--- config.mk ---
export PLATFORM = sky130hd
export DESIGN_NAME = fsk_demodulator
export DESIGN_NICKNAME = d
export VERILOG_FILES = /design/src/rtl/fsk_demodulator.sv
export SDC_FILE = /design/constraint.sdc
export NUM_CORES = 1
export LEC_CHECK = 0
export ABC_AREA = 1
export CAP_MARGIN = 20
export CORE_UTILIZATION = 35
export CTS_CLUSTER_SIZE = 24
export DETAILED_ROUTE_END_ITERATION = 10
export PLACE_DENSITY_LB_ADDON = 0.15
export SYNTH_ARGS = -nofsm -noshare
export SYNTH_HDL_FRONTEND = slang
export SYNTH_SLANG_ARGS = --single-unit
--- constraint.sdc ---
create_clock -name clk -period 2 [get_ports clk]
set_input_delay 0.3 -clock clk [delete_from_list [all_inputs] [get_ports clk]]
set_output_delay 0.3 -clock clk [all_outputs]
set_load 0.02 [all_outputs]
--- src/rtl/fsk_demodulator.sv ---
// Binary FSK demodulator: measures the spacing of rising zero crossings of a sampled sine,
// classifies each period as the high (short) or low (long) tone and confirms before switching.
module fsk_demodulator #(
   parameter int unsigned SAMPLE_WIDTH     = 32,
   parameter int unsigned PERIOD_WIDTH     = 16,
   parameter int unsigned PERIOD_MIN       = 4,
   parameter int unsigned PERIOD_THRESHOLD = 60,
   parameter int unsigned PERIOD_MAX       = 200,
   parameter int unsigned CONFIRM_COUNT    = 2
) (
   input  logic                    clk,
   input  logic                    reset,
   input  logic [SAMPLE_WIDTH-1:0] sine_in,
   output logic                    data_out,
   output logic                    data_valid,
   output logic [PERIOD_WIDTH-1:0] period_out,
   output logic                    tone_class,
   output logic                    carrier_lock
);

   localparam int unsigned RunWidth = $clog2(CONFIRM_COUNT + 1);

   localparam logic [PERIOD_WIDTH-1:0] CntMin = PERIOD_WIDTH'(PERIOD_MIN);
   localparam logic [PERIOD_WIDTH-1:0] CntThr = PERIOD_WIDTH'(PERIOD_THRESHOLD);
   localparam logic [PERIOD_WIDTH-1:0] CntMax = PERIOD_WIDTH'(PERIOD_MAX);
   localparam logic [PERIOD_WIDTH-1:0] CntOne = PERIOD_WIDTH'(1);
   localparam logic [RunWidth-1:0]     RunMax = RunWidth'(CONFIRM_COUNT);
   localparam logic [RunWidth-1:0]     RunOne = RunWidth'(1);

   typedef enum logic [0:0] {StAcquire, StTrack} state_e;

   state_e                  state_q, state_d;
   logic [PERIOD_WIDTH-1:0] cnt_q, cnt_d;
   logic [RunWidth-1:0]     run_q, run_d;
   logic                    sign_q, sign_dly_q;
   logic                    rise;
   logic                    new_class;
   logic                    valid_d, class_d, data_d, lock_d;
   logic [PERIOD_WIDTH-1:0] period_d;

   // Only the sign bit takes part in zero-crossing detection.
   logic unused_sample_bits;
   assign unused_sample_bits = ^sine_in[SAMPLE_WIDTH-2:0];

   assign rise      = sign_dly_q & ~sign_q;
   assign new_class = (cnt_q < CntThr);

   always_comb begin
      state_d  = state_q;
      cnt_d    = (cnt_q == CntMax) ? cnt_q : cnt_q + CntOne;
      run_d    = run_q;
      valid_d  = 1'b0;
      period_d = period_out;
      class_d  = tone_class;
      data_d   = data_out;
      lock_d   = carrier_lock;
      unique case (state_q)
         StAcquire: begin
            if (rise) begin
               cnt_d   = CntOne;
               run_d   = '0;
               state_d = StTrack;
            end
         end
         StTrack: begin
            if (rise && (cnt_q >= CntMin)) begin
               period_d = cnt_q;
               valid_d  = 1'b1;
               class_d  = new_class;
               cnt_d    = CntOne;
               // run==0 means no accepted period yet since acquisition.
               if ((run_q != '0) && (new_class == tone_class)) begin
                  run_d = (run_q == RunMax) ? run_q : run_q + RunOne;
               end else begin
                  run_d = RunOne;
               end
               if (run_d == RunMax) begin
                  lock_d = 1'b1;
                  data_d = new_class;
               end
            end else if (!rise && (cnt_q == CntMax)) begin
               state_d = StAcquire;
               lock_d  = 1'b0;
               run_d   = '0;
            end
         end
         default: state_d = StAcquire;
      endcase
   end

   always_ff @(posedge clk or posedge reset) begin
      if (reset) begin
         state_q      <= StAcquire;
         cnt_q        <= '0;
         run_q        <= '0;
         sign_q       <= 1'b0;
         sign_dly_q   <= 1'b0;
         data_out     <= 1'b0;
         data_valid   <= 1'b0;
         period_out   <= '0;
         tone_class   <= 1'b0;
         carrier_lock <= 1'b0;
      end else begin
         state_q      <= state_d;
         cnt_q        <= cnt_d;
         run_q        <= run_d;
         sign_q       <= sine_in[SAMPLE_WIDTH-1];
         sign_dly_q   <= sign_q;
         data_out     <= data_d;
         data_valid   <= valid_d;
         period_out   <= period_d;
         tone_class   <= class_d;
         carrier_lock <= lock_d;
      end
   end

endmodule

# Word-level counts from Yosys, hierarchy flattened
# Index checks and enable logic that the tools add are counted.
# word_totals
regBits,41
input_bits,34
out_inout_bits,20
wordCells,55
# op_classes
n_addsub,2
order_cmp,2
n_eq_ne,7
muxes,21
bitwise_logic,3
n_reduce_logical,10
# ops
operator,count
16-bit 2-to-1 mux,3
16-bit case mux with 2 select lines,1
"16-bit by 1-bit adder with 16-bit output, second input constant",1
"16-bit by 8-bit equality test with 1-bit output, second input constant",1
"16-bit by 3-bit greater-or-equal comparator with 1-bit output, second input constant",1
"16-bit by 6-bit < comparator with 1-bit output, second input constant",1
2-bit 2-to-1 mux,7
1-bit 2-to-1 mux,8
3-bit AND reduction,2
"2-bit equality test, second input constant",2
2-bit case mux with 2 select lines,1
2-bit AND reduction,2
2-bit nonzero test,2
1-bit logical AND,3
"3-bit by 1-bit inequality test with 1-bit output, second input constant",1
"2-bit by 1-bit adder with 2-bit output, second input constant",1
"2-bit by 1-bit inequality test with 1-bit output, second input constant",1
"2-bit inequality test, second input constant",1
1-bit NOT,2
1-bit case mux with 2 select lines,1
1-bit bitwise AND,1
1-bit equality test,1
1-bit zero test,1

# Longest topological paths before layout
# depth
ltp_word,9
mapped_depth,12
ltp_nobuf,11

# Least setup slack after synthesis
# No wires, ideal clock.
# synth_path
path_type,reg2reg
start,reg cnt_q[0]
end,reg carrier_lock
setup_ps,117
arrival_ps,1341
required_time_ps,1883
path_slack_ps,542
stages_incl_launch_ff,12
path_buffers,0
period_less_slack_ps,1458
path_cell_list,dfrtp_1 inv_1 ha_1 nand2_1 nor3_1 nand2_1 inv_1 nand3_1 nand2_1 nand2_1 nand2_1 nand2_1
# synth_between
elab_chain_len,9
word_cells_on_any_way,15
classes_between,2 x order compare; 4 x eq/ne; 4 x mux; 5 x reduce/logical
# synth_lines
item,line,text
from (decl),33,"logic [PERIOD_WIDTH-1:0] cnt_q, cnt_d;"
from (signal assigned),105,cnt_q <= cnt_d;
16-bit by 6-bit < comparator with 1-bit output,46,assign new_class = (cnt_q < CntThr);
1-bit equality test,72,if ((run_q != '0) && (new_class == tone_class)) begin
1-bit logical AND,72,
2-bit 2-to-1 mux,72,
2-bit 2-to-1 mux,66,if (rise && (cnt_q >= CntMin)) begin
2-bit 2-to-1 mux,57,unique case (state_q)
2-bit equality test,77,if (run_d == RunMax) begin
2-bit by 1-bit inequality test with 1-bit output (no line),n/a,
3-bit AND reduction (no line),n/a,
to (signal assigned),113,carrier_lock <= lock_d;
to (decl),18,output logic carrier_lock
# Parallel ways exist; a longest one is shown, timed or not. The select of a mux whose other input is x is not followed.
# A chain may end at the register's enable or synchronous reset.

# Worst setup path after layout
# Ends and elaborated chain as after synthesis.

==> results_dict.tcl <==
set metrics [dict create \
    drt-total-wl_um 3540 \
    filler_cell_count 499 \
    p_clk_share_pct 29.6 \
    ys_ff_latch 41 \
    path_class "register to register" \
    worst_setup_path_end_kind "register" \
    antenna_cells 0 \
    cts_resized 0 \
    grt_setup_unrepaired "false" \
    crit_path_cell_trace "inv_1 > ha_1 > nand2_1 > nor3_1 > nand2_1 > inv_1 > nand3_1 > nand2_1 > nand2_1 > nand2_1 > nand2_1" \
    avgSynthCellArea_um2 8.81 \
    hold_viol 0 \
    max_cap_violations 0 \
    yosys.area_share.adder_pct 1.96 \
    grt_first_pass_wirelength_um 6240 \
    p_leak_nw 1.12 \
    die-area_mm2 0.00576 \
    critical_path.max_stage_delay_ns 0.41 \
    yosys_warnings 0 \
    wl_per_cell_um 11.2 \
    cts_made_buffers 5 \
    synth_compound_area_share_pct 7.92 \
    sw_frac_of_total_pct 32.3 \
    insertion_delay_ns 0.29 \
    grt_usage_pct 13.7 \
    cts_hold_buf 0 \
    power.internal_mw 1.80 \
    combPwrFrac_pct 29.4 \
    fin_crit_ns 1.68 \
    power_density_mw_per_mm2 1140 \
    switching_power_mw 0.862 \
    place_ws_ns 0.322 \
    die_w_um 75.9 \
    fin_tns_setup_ns 0 \
    layout-drive-gt1-share_pct 12.6 \
    antenna_found_initial 0 \
    hold_class "register to register" \
    critPathBufInv 2 \
    yosysUniqueCellTypes 26 \
    cts_tree "done" \
    grt-ovfl-total 0 \
    clk_pin_slew_ns 0.08 \
    crit_family "simple AND/OR/NAND/NOR gates" \
    synthToLayoutAreaGrowth_pct 22.0 \
    startpoint_type "register" \
    timing.final.ws_setup_ns 0.321 \
    outcome "complete, no violations" \
    cp_max_fo 5 \
    synth_cells 217 \
    yosysTopAreaCellShare_pct 53.7 \
    grt_max_degree 42 \
    irDropWorstVdd_v 0.000387 \
    ant_nets 0 \
    netlist_area_mm2 0.00191 \
    postCtsSetupBuffers 0 \
    seqPwrFrac_pct 41.0 \
    synth_seq_area_share_pct 53.7 \
    final_common_cell "nand2_1" \
    layout_common_cells "58 x nand2_1, 41 x dfrtp_1, 27 x nor2_1, 22 x inv_1, 22 x clkdlybuf4s50_1" \
    io_pins 54 \
    slew_violations 0 \
    slew_headroom_pct 65.6 \
    drt_iter0_drc 67 \
    fin_skew_ns 0.00860 \
    dieHeight_um 75.9 \
    cp_common_cell "nand2_1" \
    yosysTopAreaCell "dfrtp_1" \
    gp_congestion 0.744 \
    dp_hpwl_um 2560 \
    setup_viol 0 \
    cts.path.max_buffers 2 \
    ff2ff_setup_slack_ns 0.32 \
    vias 1395 \
    cp_slowest_cell "dfrtp_1" \
    synth_fp_nets 254 \
    grt_pass1_vias 1310 \
    htree_levels 2 \
    rows 26 \
    period_share_pct 84.0 \
    io_buffers 22 \
    synth_xor_xnor_area_share_pct 4.12 \
    worstPathRequired_ns 2.19 \
    synth_top_family_by_area "simple AND/OR/NAND/NOR gates" \
    yosys.area_share.simple_pct 25.5 \
    clkSinkCount 41 \
    synth_area_leaders "dfrtp_1 54%, nand2_1 11%, nor2_1 5.3%" \
    fmax_mhz 595 \
    core_area_mm2 0.00517 \
    arrival_ns 1.87 \
    start_util_pct 37.0 \
    synthMuxAreaShare_pct 0 \
    root_buffer "clkbuf_8" \
    tightest_slew_ns 0.515 \
    via_per_inst 4.41 \
    drt_first_pass_iters 4 \
    fin_nets 282 \
    drc 0 \
]
==> power by group through the flow <==
stage,Combinational (mW),Sequential [mW],Clock (mW)
finish,0.784,1.09,0.788
global route,0.888,1.12,0.841
CTS,0.799,1.10,0.807
detailed placement,0.798,1.11,0
global placement,0.790,1.11,0
floorplan,0.475,1.19,0
==> worst reg2reg max path: stages (launching register included) <==
cell     delay [ns]
dfrtp_1        0.41
inv_1          0.13
ha_1           0.17
nand2_1        0.05
nor3_1         0.16
nand2_1        0.11
inv_1          0.15
nand3_1        0.16
nand2_1        0.10
nand2_1        0.05
nand2_1        0.05
nand2_1        0.04
==> registers in the layout (all words and copies together), names as in the netlist <==
| signal | count |
|---|---|
| run_q | 2 |
| carrier_lock | 1 |
| data_valid | 1 |
| cnt_q | 16 |
| state_q | 1 |
| sign_q | 1 |
| tone_class | 1 |
| period_out | 16 |
| sign_dly_q | 1 |
| data_out | 1 |
==> final cells by class <==
cell class,instances,area [um2],share of cell area [%]
inverters,23,86.3,3.70
well taps,70,87.6,3.76
clock inverters,3,65.1,2.79
multi-input cells,149,756,32.4
repair buffers,25,243,10.4
flip-flops and latches,41,1030,44.0
clock buffers,5,68.8,2.95
==> logic make-up after synthesis <==
kind of cell	count (synthesis)
compound gates	24
flops	41
fa+ha+maj	3
xor+xnor	9
simple gates	113
buf+inv	27
==> path summary, 6_finish.rpt <==
kind                            startpoint      endpoint  cells past startpoint
worst min-delay path                sign_q    sign_dly_q                      0
min in group asynchronous            reset      run_q[1]                      3
max in group asynchronous            reset       state_q                      3
worst max-delay path              cnt_q[0]  carrier_lock                     11
worst max register to register    cnt_q[0]  carrier_lock                     11
worst min register to register      sign_q    sign_dly_q                      0
==> cells in the mapped netlist <==
library cell  count
nand2_1          58
dfrtp_1          41
nor2_1           27
inv_1            22
o21ai_0          12
nand3_1          10
nand2_2           9
a21oi_1           5
xor2_1            5
o21ai_2           4
xnor2_1           4
ha_1              3
nor2_2            3
nor3_1            2
buf_12            1
buf_2             1
buf_8             1
clkbuf_1          1
inv_2             1
nand2_4           1
nand4_1           1
nor3_2            1
nor4_1            1
o211a_1           1
o21ai_1           1
o21ai_4           1
==> routing by layer <==
layer | part of all wire (%) | global-route usage, % | routed length [um] | vias to the layer above
met2 | 44 | 20.9 | 1560 | 23
met4 | 1.8 | 5.77 | 64 | 0
met5 | 0 | 0 | 0 | -
met3 | 2.6 | 3.25 | 92 | 6
li1 | - | - | - | 733
met1 | 52 | 18.6 | 1830 | 633
==> stage by stage <==
| step | area, um2 | instances | power (mW) | hold WS [ns] | util [%] |
|---|---|---|---|---|---|
| 2_1_floorplan | 1910 | 217 | 1.67 | 0.331 | - |
| 4_1_cts | 2330 | 316 | 2.70 | 0.388 | 45.1 |
| 6_report | 2330 | 316 | 2.67 | 0.384 | 45.1 |
| 3_3_place_gp | 2200 | 308 | 1.90 | 0.357 | 42.5 |
| 3_5_place_dp | 2200 | 308 | 1.91 | 0.370 | 42.5 |
| 5_1_grt | 2330 | 316 | 2.85 | 0.412 | 45.1 |
(Power assumes the default switching activity.)
